**config.mk**
```make
export PLATFORM = sky130hd
export DESIGN_NAME = cacheline_adaptor
export DESIGN_NICKNAME = d
export VERILOG_FILES = /design/src/rtl/cacheline_adaptor.sv
export SDC_FILE = /design/constraint.sdc
export NUM_CORES = 2
export LEC_CHECK = 0
export ABC_AREA = 1
export CAP_MARGIN = 20
export CORE_AREA = 2 2 279 281
export CTS_CLUSTER_DIAMETER = 50
export DETAILED_ROUTE_END_ITERATION = 16
export DIE_AREA = 0 0 281 283
export PLACE_DENSITY = 0.74
export SLEW_MARGIN = 20
export SYNTH_ARGS = -nofsm -noshare
export SYNTH_HDL_FRONTEND = slang
export SYNTH_SLANG_ARGS = --single-unit
```
**constraint.sdc**
```tcl
create_clock -name clk -period 36.8 [get_ports clk]
set_input_delay 5.52 -clock clk [delete_from_list [all_inputs] [get_ports clk]]
set_output_delay 5.52 -clock clk [all_outputs]
set_load 0.005 [all_outputs]
```
**src/rtl/cacheline_adaptor.sv**
```systemverilog
// cacheline_adaptor: bridges the L2 physical-memory port (one 256-bit line per
// request) to a 64-bit, 4-beat burst memory bus.
//   clk, rst              : clock, asynchronous active-high reset
//   line_i / line_o       : writeback line from L2 / assembled read line to L2
//   address_i             : line address from L2
//   read_i / write_i      : L2 line requests, held until resp_o
//   resp_o                : one-cycle completion pulse to L2
//   burst_i / burst_o     : read beat from memory / write beat to memory
//   address_o             : line-aligned burst address to memory
//   read_o / write_o      : burst requests to memory
//   resp_i                : memory beat-accept / beat-valid strobe
module cacheline_adaptor #(
  parameter int unsigned BURST_W  = 64,
  parameter int unsigned BEATS    = 4,
  parameter int unsigned OFFSET_W = 5
) (
  input  logic                       clk,
  input  logic                       rst,
  input  logic [BURST_W*BEATS-1:0]   line_i,
  output logic [BURST_W*BEATS-1:0]   line_o,
  input  logic [31:0]                address_i,
  input  logic                       read_i,
  input  logic                       write_i,
  output logic                       resp_o,
  input  logic [BURST_W-1:0]         burst_i,
  output logic [BURST_W-1:0]         burst_o,
  output logic [31:0]                address_o,
  output logic                       read_o,
  output logic                       write_o,
  input  logic                       resp_i
);

  localparam int unsigned LINE_W = BURST_W * BEATS;
  localparam int unsigned CNT_W  = $clog2(BEATS);

  localparam logic [1:0] IDLE     = 2'd0;
  localparam logic [1:0] RD_BURST = 2'd1;
  localparam logic [1:0] WR_BURST = 2'd2;
  localparam logic [1:0] DONE     = 2'd3;

  logic [1:0]         state_q, state_d;
  logic [CNT_W-1:0]   cnt_q, cnt_d;
  logic [LINE_W-1:0]  rbuf_q, rbuf_d;   // read beats shift in from the top
  logic [LINE_W-1:0]  wline_q, wline_d; // write line shifts out from the bottom
  logic [LINE_W-1:0]  line_d;
  logic [BURST_W-1:0] burst_d;
  logic [31:0]        addr_d;
  logic               read_d, write_d, resp_d;
  logic               last_beat;

  assign last_beat = (cnt_q == CNT_W'(BEATS - 1));

  // Next-state and next-output logic; every output is registered below.
  always_comb begin
    state_d = state_q;
    cnt_d   = cnt_q;
    rbuf_d  = rbuf_q;
    wline_d = wline_q;
    line_d  = line_o;
    addr_d  = address_o;

    case (state_q)
      IDLE: begin
        // Write wins if both are high; the address is captured only here.
        if (write_i) begin
          wline_d = line_i;
          addr_d  = {address_i[31:OFFSET_W], {OFFSET_W{1'b0}}};
          cnt_d   = '0;
          state_d = WR_BURST;
        end else if (read_i) begin
          addr_d  = {address_i[31:OFFSET_W], {OFFSET_W{1'b0}}};
          cnt_d   = '0;
          state_d = RD_BURST;
        end
      end
      RD_BURST: begin
        if (resp_i) begin
          // After BEATS shifts, beat 0 lands in the lowest slice.
          rbuf_d = {burst_i, rbuf_q[LINE_W-1:BURST_W]};
          cnt_d  = cnt_q + CNT_W'(1);
          if (last_beat) begin
            line_d  = rbuf_d;
            state_d = DONE;
          end
        end
      end
      WR_BURST: begin
        if (resp_i) begin
          wline_d = wline_q >> BURST_W;
          cnt_d   = cnt_q + CNT_W'(1);
          if (last_beat) begin
            state_d = DONE;
          end
        end
      end
      DONE: begin
        state_d = IDLE;
      end
      default: begin
        state_d = IDLE;
      end
    endcase

    read_d  = (state_d == RD_BURST);
    write_d = (state_d == WR_BURST);
    resp_d  = (state_d == DONE);
    burst_d = write_d ? wline_d[BURST_W-1:0] : '0;
  end

  // State and output registers.
  always_ff @(posedge clk or posedge rst) begin
    if (rst) begin
      state_q   <= IDLE;
      cnt_q     <= '0;
      rbuf_q    <= '0;
      wline_q   <= '0;
      line_o    <= '0;
      burst_o   <= '0;
      address_o <= '0;
      read_o    <= 1'b0;
      write_o   <= 1'b0;
      resp_o    <= 1'b0;
    end else begin
      state_q   <= state_d;
      cnt_q     <= cnt_d;
      rbuf_q    <= rbuf_d;
      wline_q   <= wline_d;
      line_o    <= line_d;
      burst_o   <= burst_d;
      address_o <= addr_d;
      read_o    <= read_d;
      write_o   <= write_d;
      resp_o    <= resp_d;
    end
  end

endmodule

```
==> flow_summary.html <==
<table>
<tr><th>Metric</th><th>Value</th></tr>
<tr><th colspan="2">Run status</th></tr>
<tr><td>Status</td><td>completed</td></tr>
<tr><th colspan="2">Yosys</th></tr>
<tr><td>Simple-Gate Fraction of Synth Area</td><td>0.238</td></tr>
<tr><td>Number of different library cells in the post-synthesis netlist</td><td>20</td></tr>
<tr><td>Post-Syn Instances</td><td>4085</td></tr>
<tr><td>Dominant cell by count in the synthesized netlist</td><td>sky130_fd_sc_hd__nand2_1</td></tr>
<tr><td>Combinational family with the most area after synthesis</td><td>simple AND/OR/NAND/NOR gates</td></tr>
<tr><td>Fraction of synthesis flops using an asynchronous set or reset pin</td><td>1.00</td></tr>
<tr><td>Synth Area in Compound Gates</td><td>0.0865</td></tr>
<tr><td>Share of the synthesized netlist area taken by xor and xnor gates</td><td>0</td></tr>
<tr><td>Top cell types by occurrence after synthesis</td><td>sky130_fd_sc_hd__nand2_1, sky130_fd_sc_hd__dfrtp_1, sky130_fd_sc_hd__o21ai_0</td></tr>
<tr><td>Count of state elements after synthesis</td><td>802</td></tr>
<tr><td>Adder-cell share of the synthesized area</td><td>0.00185</td></tr>
<tr><td>Synthesized area per cell</td><td>8.26 um2</td></tr>
<tr><td>Multiplexer fraction of the synthesized cell area</td><td>0</td></tr>
<tr><td>Number of synthesized flops with an enable pin</td><td>0</td></tr>
<tr><td>Top area cells in the synthesized netlist</td><td>sky130_fd_sc_hd__dfrtp_1, sky130_fd_sc_hd__nand2_1, sky130_fd_sc_hd__o21ai_0, sky130_fd_sc_hd__inv_1, sky130_fd_sc_hd__nand3_1</td></tr>
<tr><td>Sequential element share of the synthesized area</td><td>0.595</td></tr>
<tr><td>Post-synth top flop</td><td>sky130_fd_sc_hd__dfrtp_1</td></tr>
<tr><td>Post-synth top area cell</td><td>sky130_fd_sc_hd__dfrtp_1</td></tr>
<tr><td>Count of yosys warnings during synthesis</td><td>0</td></tr>
<tr><td>Post-Synthesis Cell Area</td><td>roughly 34000 um2</td></tr>
<tr><td>Fraction of post-synthesis cell area in the top cell type by area</td><td>0.595</td></tr>
<tr><th colspan="2">Min path</th></tr>
<tr><td>Type of the most critical hold path</td><td>reg -&gt; reg</td></tr>
<tr><td>Hold-critical path endpoint</td><td>wline_q[72]</td></tr>
<tr><td>Hold path startpoint</td><td>wline_q[72]</td></tr>
<tr><td>Hold path cells</td><td>2</td></tr>
<tr><th colspan="2">Global route</th></tr>
<tr><td>Maximum number of pins on one net before global-route repair</td><td>approximately 230</td></tr>
<tr><td>Overall global routing resource usage</td><td>0.262</td></tr>
<tr><td>Wire length of the first global-routing pass</td><td>162000 um</td></tr>
<tr><td>Congestion Overflow GR</td><td>0</td></tr>
<tr><td>Via count of the first global-routing pass</td><td>between 20000 and 30000</td></tr>
<tr><td>Antenna violations before repair</td><td>24</td></tr>
<tr><th colspan="2">STA</th></tr>
<tr><td>Rel. slew slack</td><td>0.177</td></tr>
<tr><td>Worst hold margin</td><td>0.469 ns</td></tr>
<tr><td>Setup repair after global routing missed its margin</td><td>no</td></tr>
<tr><td>Final setup skew</td><td>between 0.02 and 0.025 ns</td></tr>
<tr><td>Period utilization</td><td>0.244</td></tr>
<tr><td>Count of pins over their slew limit</td><td>0</td></tr>
<tr><td>Total of endpoints with negative setup slack in the final report</td><td>0</td></tr>
<tr><td>Setup Total Neg Slack</td><td>0 ns</td></tr>
<tr><td>Worst-Margin Slew</td><td>1.24 ns</td></tr>
<tr><td>Top achievable clock speed</td><td>roughly 110 MHz</td></tr>
<tr><td>Endpoints failing hold</td><td>0</td></tr>
<tr><td>Fin worst setup slack</td><td>27.81 ns</td></tr>
<tr><td>Clock period minus worst slack</td><td>8.99 ns</td></tr>
<tr><th colspan="2">Worst setup path</th></tr>
<tr><td>Required time worst endpoint</td><td>37.36 ns</td></tr>
<tr><td>Capturing element type of the critical path</td><td>register</td></tr>
<tr><td>Biggest fanout along the worst timing path</td><td>between 80 and 90</td></tr>
<tr><td>Register-to-register setup slack</td><td>approximately 33 ns</td></tr>
<tr><td>CP Class</td><td>in -&gt; reg</td></tr>
<tr><td>Worst reg2reg path depth</td><td>7</td></tr>
<tr><td>Startpoint kind of the worst setup timing path</td><td>input port</td></tr>
<tr><td>Worst EP arrival</td><td>9.55 ns</td></tr>
<tr><td>Crit Reg-Reg Endpoint</td><td>wline_q[224]</td></tr>
<tr><td>Worst reg2reg path startpoint</td><td>state_q[0]</td></tr>
<tr><th colspan="2">Clocking</th></tr>
<tr><td>Number of buffers inserted by hold repair at cts</td><td>0</td></tr>
<tr><td>Clk Latency, worst-skew pair</td><td>around 0.65 ns</td></tr>
<tr><td>Root Buffer Master</td><td>sky130_fd_sc_hd__clkbuf_16</td></tr>
<tr><td>CTS H-tree lvls</td><td>3</td></tr>
<tr><td>Max clock buf depth</td><td>3</td></tr>
<tr><td>Post-cts gate resize count</td><td>0</td></tr>
<tr><td>Number of clock sinks</td><td>about 800</td></tr>
<tr><td>Setup Buffers After CTS</td><td>0</td></tr>
<tr><td>Num CTS Buffers</td><td>slightly below 100</td></tr>
<tr><td>TritonCTS clock tree</td><td>done</td></tr>
<tr><td>Register clock-pin slew on the reported worst setup and hold paths</td><td>about 0.060 ns</td></tr>
<tr><th colspan="2">Place</th></tr>
<tr><td>Gp weighted congestion</td><td>0.874</td></tr>
<tr><td>HPWL after detailed placement</td><td>70500 um</td></tr>
<tr><td>Pre-CTS setup slack</td><td>27.13 ns</td></tr>
<tr><td>Port buffer count</td><td>701</td></tr>
<tr><th colspan="2">Final layout</th></tr>
<tr><td>Number of fillers in the final layout</td><td>6655</td></tr>
<tr><td>Fin nets</td><td>~5000</td></tr>
<tr><td>Layout overhead on the synthesized area</td><td>32.3%</td></tr>
<tr><td>Fin util</td><td>0.582</td></tr>
<tr><td>Layout cells sized above 1</td><td>0.0444</td></tr>
<tr><th colspan="2">Detailed routing</th></tr>
<tr><td>Starting DRT DRC Count</td><td>~2700</td></tr>
<tr><td>DRC violations left</td><td>0</td></tr>
<tr><td>Post-detailed-route wirelength per cell</td><td>18.3 um</td></tr>
<tr><td>Count of TritonRoute iterations in the first routing pass</td><td>6</td></tr>
<tr><td>Final ANT Viol Nets</td><td>0</td></tr>
<tr><td>Wire length after detailed routing</td><td>106000 um</td></tr>
<tr><td>Via-to-Cell Ratio</td><td>4.99</td></tr>
<tr><td>Via count</td><td>between 20000 and 30000</td></tr>
<tr><th colspan="2">Run</th></tr>
<tr><td>Number of maximum-capacitance violations</td><td>0</td></tr>
<tr><th colspan="2">Floorplan</th></tr>
<tr><td>Die ar.</td><td>79500 um2</td></tr>
<tr><td>Number of standard-cell rows in the floorplan</td><td>102</td></tr>
<tr><td>Height of the die</td><td>283 um</td></tr>
<tr><td>Horiz. Die Dim</td><td>281 um</td></tr>
<tr><td>IO Pins</td><td>approximately 700</td></tr>
<tr><td>Initial core utilization</td><td>0.440</td></tr>
<tr><td>Core ar.</td><td>76700 um2</td></tr>
<tr><th colspan="2">Pwr</th></tr>
<tr><td>Power density cells</td><td>79.0 nW/um2</td></tr>
<tr><td>Max VDD drop</td><td>around 0.00010 V</td></tr>
<tr><td>Leakage power summed over all cells</td><td>around 22 nW</td></tr>
</table>
metal layers:
metal	part of all wire	GRT usage	routed length, um
met1	0.43	0.364	45200
met2	0.45	0.394	47900
met3	0.067	0.0506	7080
met4	0.050	0.130	5240
met5	0.0014	0	146
power breakdown:
group | switching [mW] | total (mW) | internal, mW | leakage, nW
Combinational | 0.746 | 1.20 | 0.454 | 9.72
Sequential | 0.159 | 1.36 | 1.20 | 10.7
Clock | 0.390 | 0.964 | 0.574 | 1.60
Total | 1.29 | 3.53 | 2.23 | 22.0
sequential cells by signal, summed over array words and instances, names as in the netlist:
signal / cells
cnt_q: 2
wline_q: 256
burst_o: 64
line_o: 256
resp_o: 1
state_q: 2
read_o: 1
rbuf_q: 192
address_o: 27
write_o: 1
placed cells by master, fill, tap and decap left out, types with 16 or more instances in the layout:
master	count
sky130_fd_sc_hd__nand2_1	1537
sky130_fd_sc_hd__dfrtp_1	802
sky130_fd_sc_hd__clkdlybuf4s50_1	699
sky130_fd_sc_hd__o21ai_0	562
sky130_fd_sc_hd__inv_1	394
sky130_fd_sc_hd__nand3_1	220
sky130_fd_sc_hd__nor2_1	195
sky130_fd_sc_hd__clkbuf_16	99
sky130_fd_sc_hd__nand4_1	64
sky130_fd_sc_hd__buf_4	22
sky130_fd_sc_hd__clkbuf_8	20
sky130_fd_sc_hd__o21ai_1	18
sky130_fd_sc_hd__clkbuf_1	16
critical path, stage by stage:
cell and delay (ns):
sky130_fd_sc_hd__buf_4 0.51, sky130_fd_sc_hd__buf_4 0.77, sky130_fd_sc_hd__nand2_4 0.66, sky130_fd_sc_hd__clkinv_2 0.78, sky130_fd_sc_hd__buf_4 0.70, sky130_fd_sc_hd__nand2_1 0.17
sky130_fd_sc_hd__o21ai_0 0.22
worst max-delay path by stage:
| stage | startpoint | endpoint | slack (ns) | cells past startpoint |
|---|---|---|---|---|
| finish | resp_i | line_o[111] | 27.81 | 7 |
| global route | resp_i | line_o[111] | 27.47 | 7 |
| CTS | resp_i | wline_q[123] | 27.77 | 10 |
| detailed placement | resp_i | wline_q[104] | 27.13 | 10 |
| global placement | resp_i | wline_q[121] | 27.14 | 10 |
| floorplan | rst | address_o[10] | 8.76 | 1 |
area by class of cell:
type,instances,area (um2),area share
sequential,802,20100,0.450
multi-input combinational,2617,11100,0.249
timing repair buffer,727,7260,0.163
clock buffer,134,2800,0.0627
inverter,401,1530,0.0343
tap,1040,1300,0.0292
clock inverter,46,523,0.0117
antenna,15,37.5,0.000841
logic make-up after synthesis:
family          count (synthesis)
buf+inv                       670
flops                         802
compound gates                582
other cells                     1
simple gates                 2025
fa+ha+maj                       5
metrics by stage:
| stage | cells | total power, mW | instance area, um2 |
|---|---|---|---|
| floorplan | 4089 | 2.04 | 33700 |
| global placement | 5587 | 2.53 | 41200 |
| detailed placement | 5587 | 2.56 | 41200 |
| CTS | 5767 | 3.54 | 44600 |
| global route | 5781 | 3.76 | 44600 |
| finish | 5782 | 3.53 | 44600 |
Power figures use the tool's default switching activity.
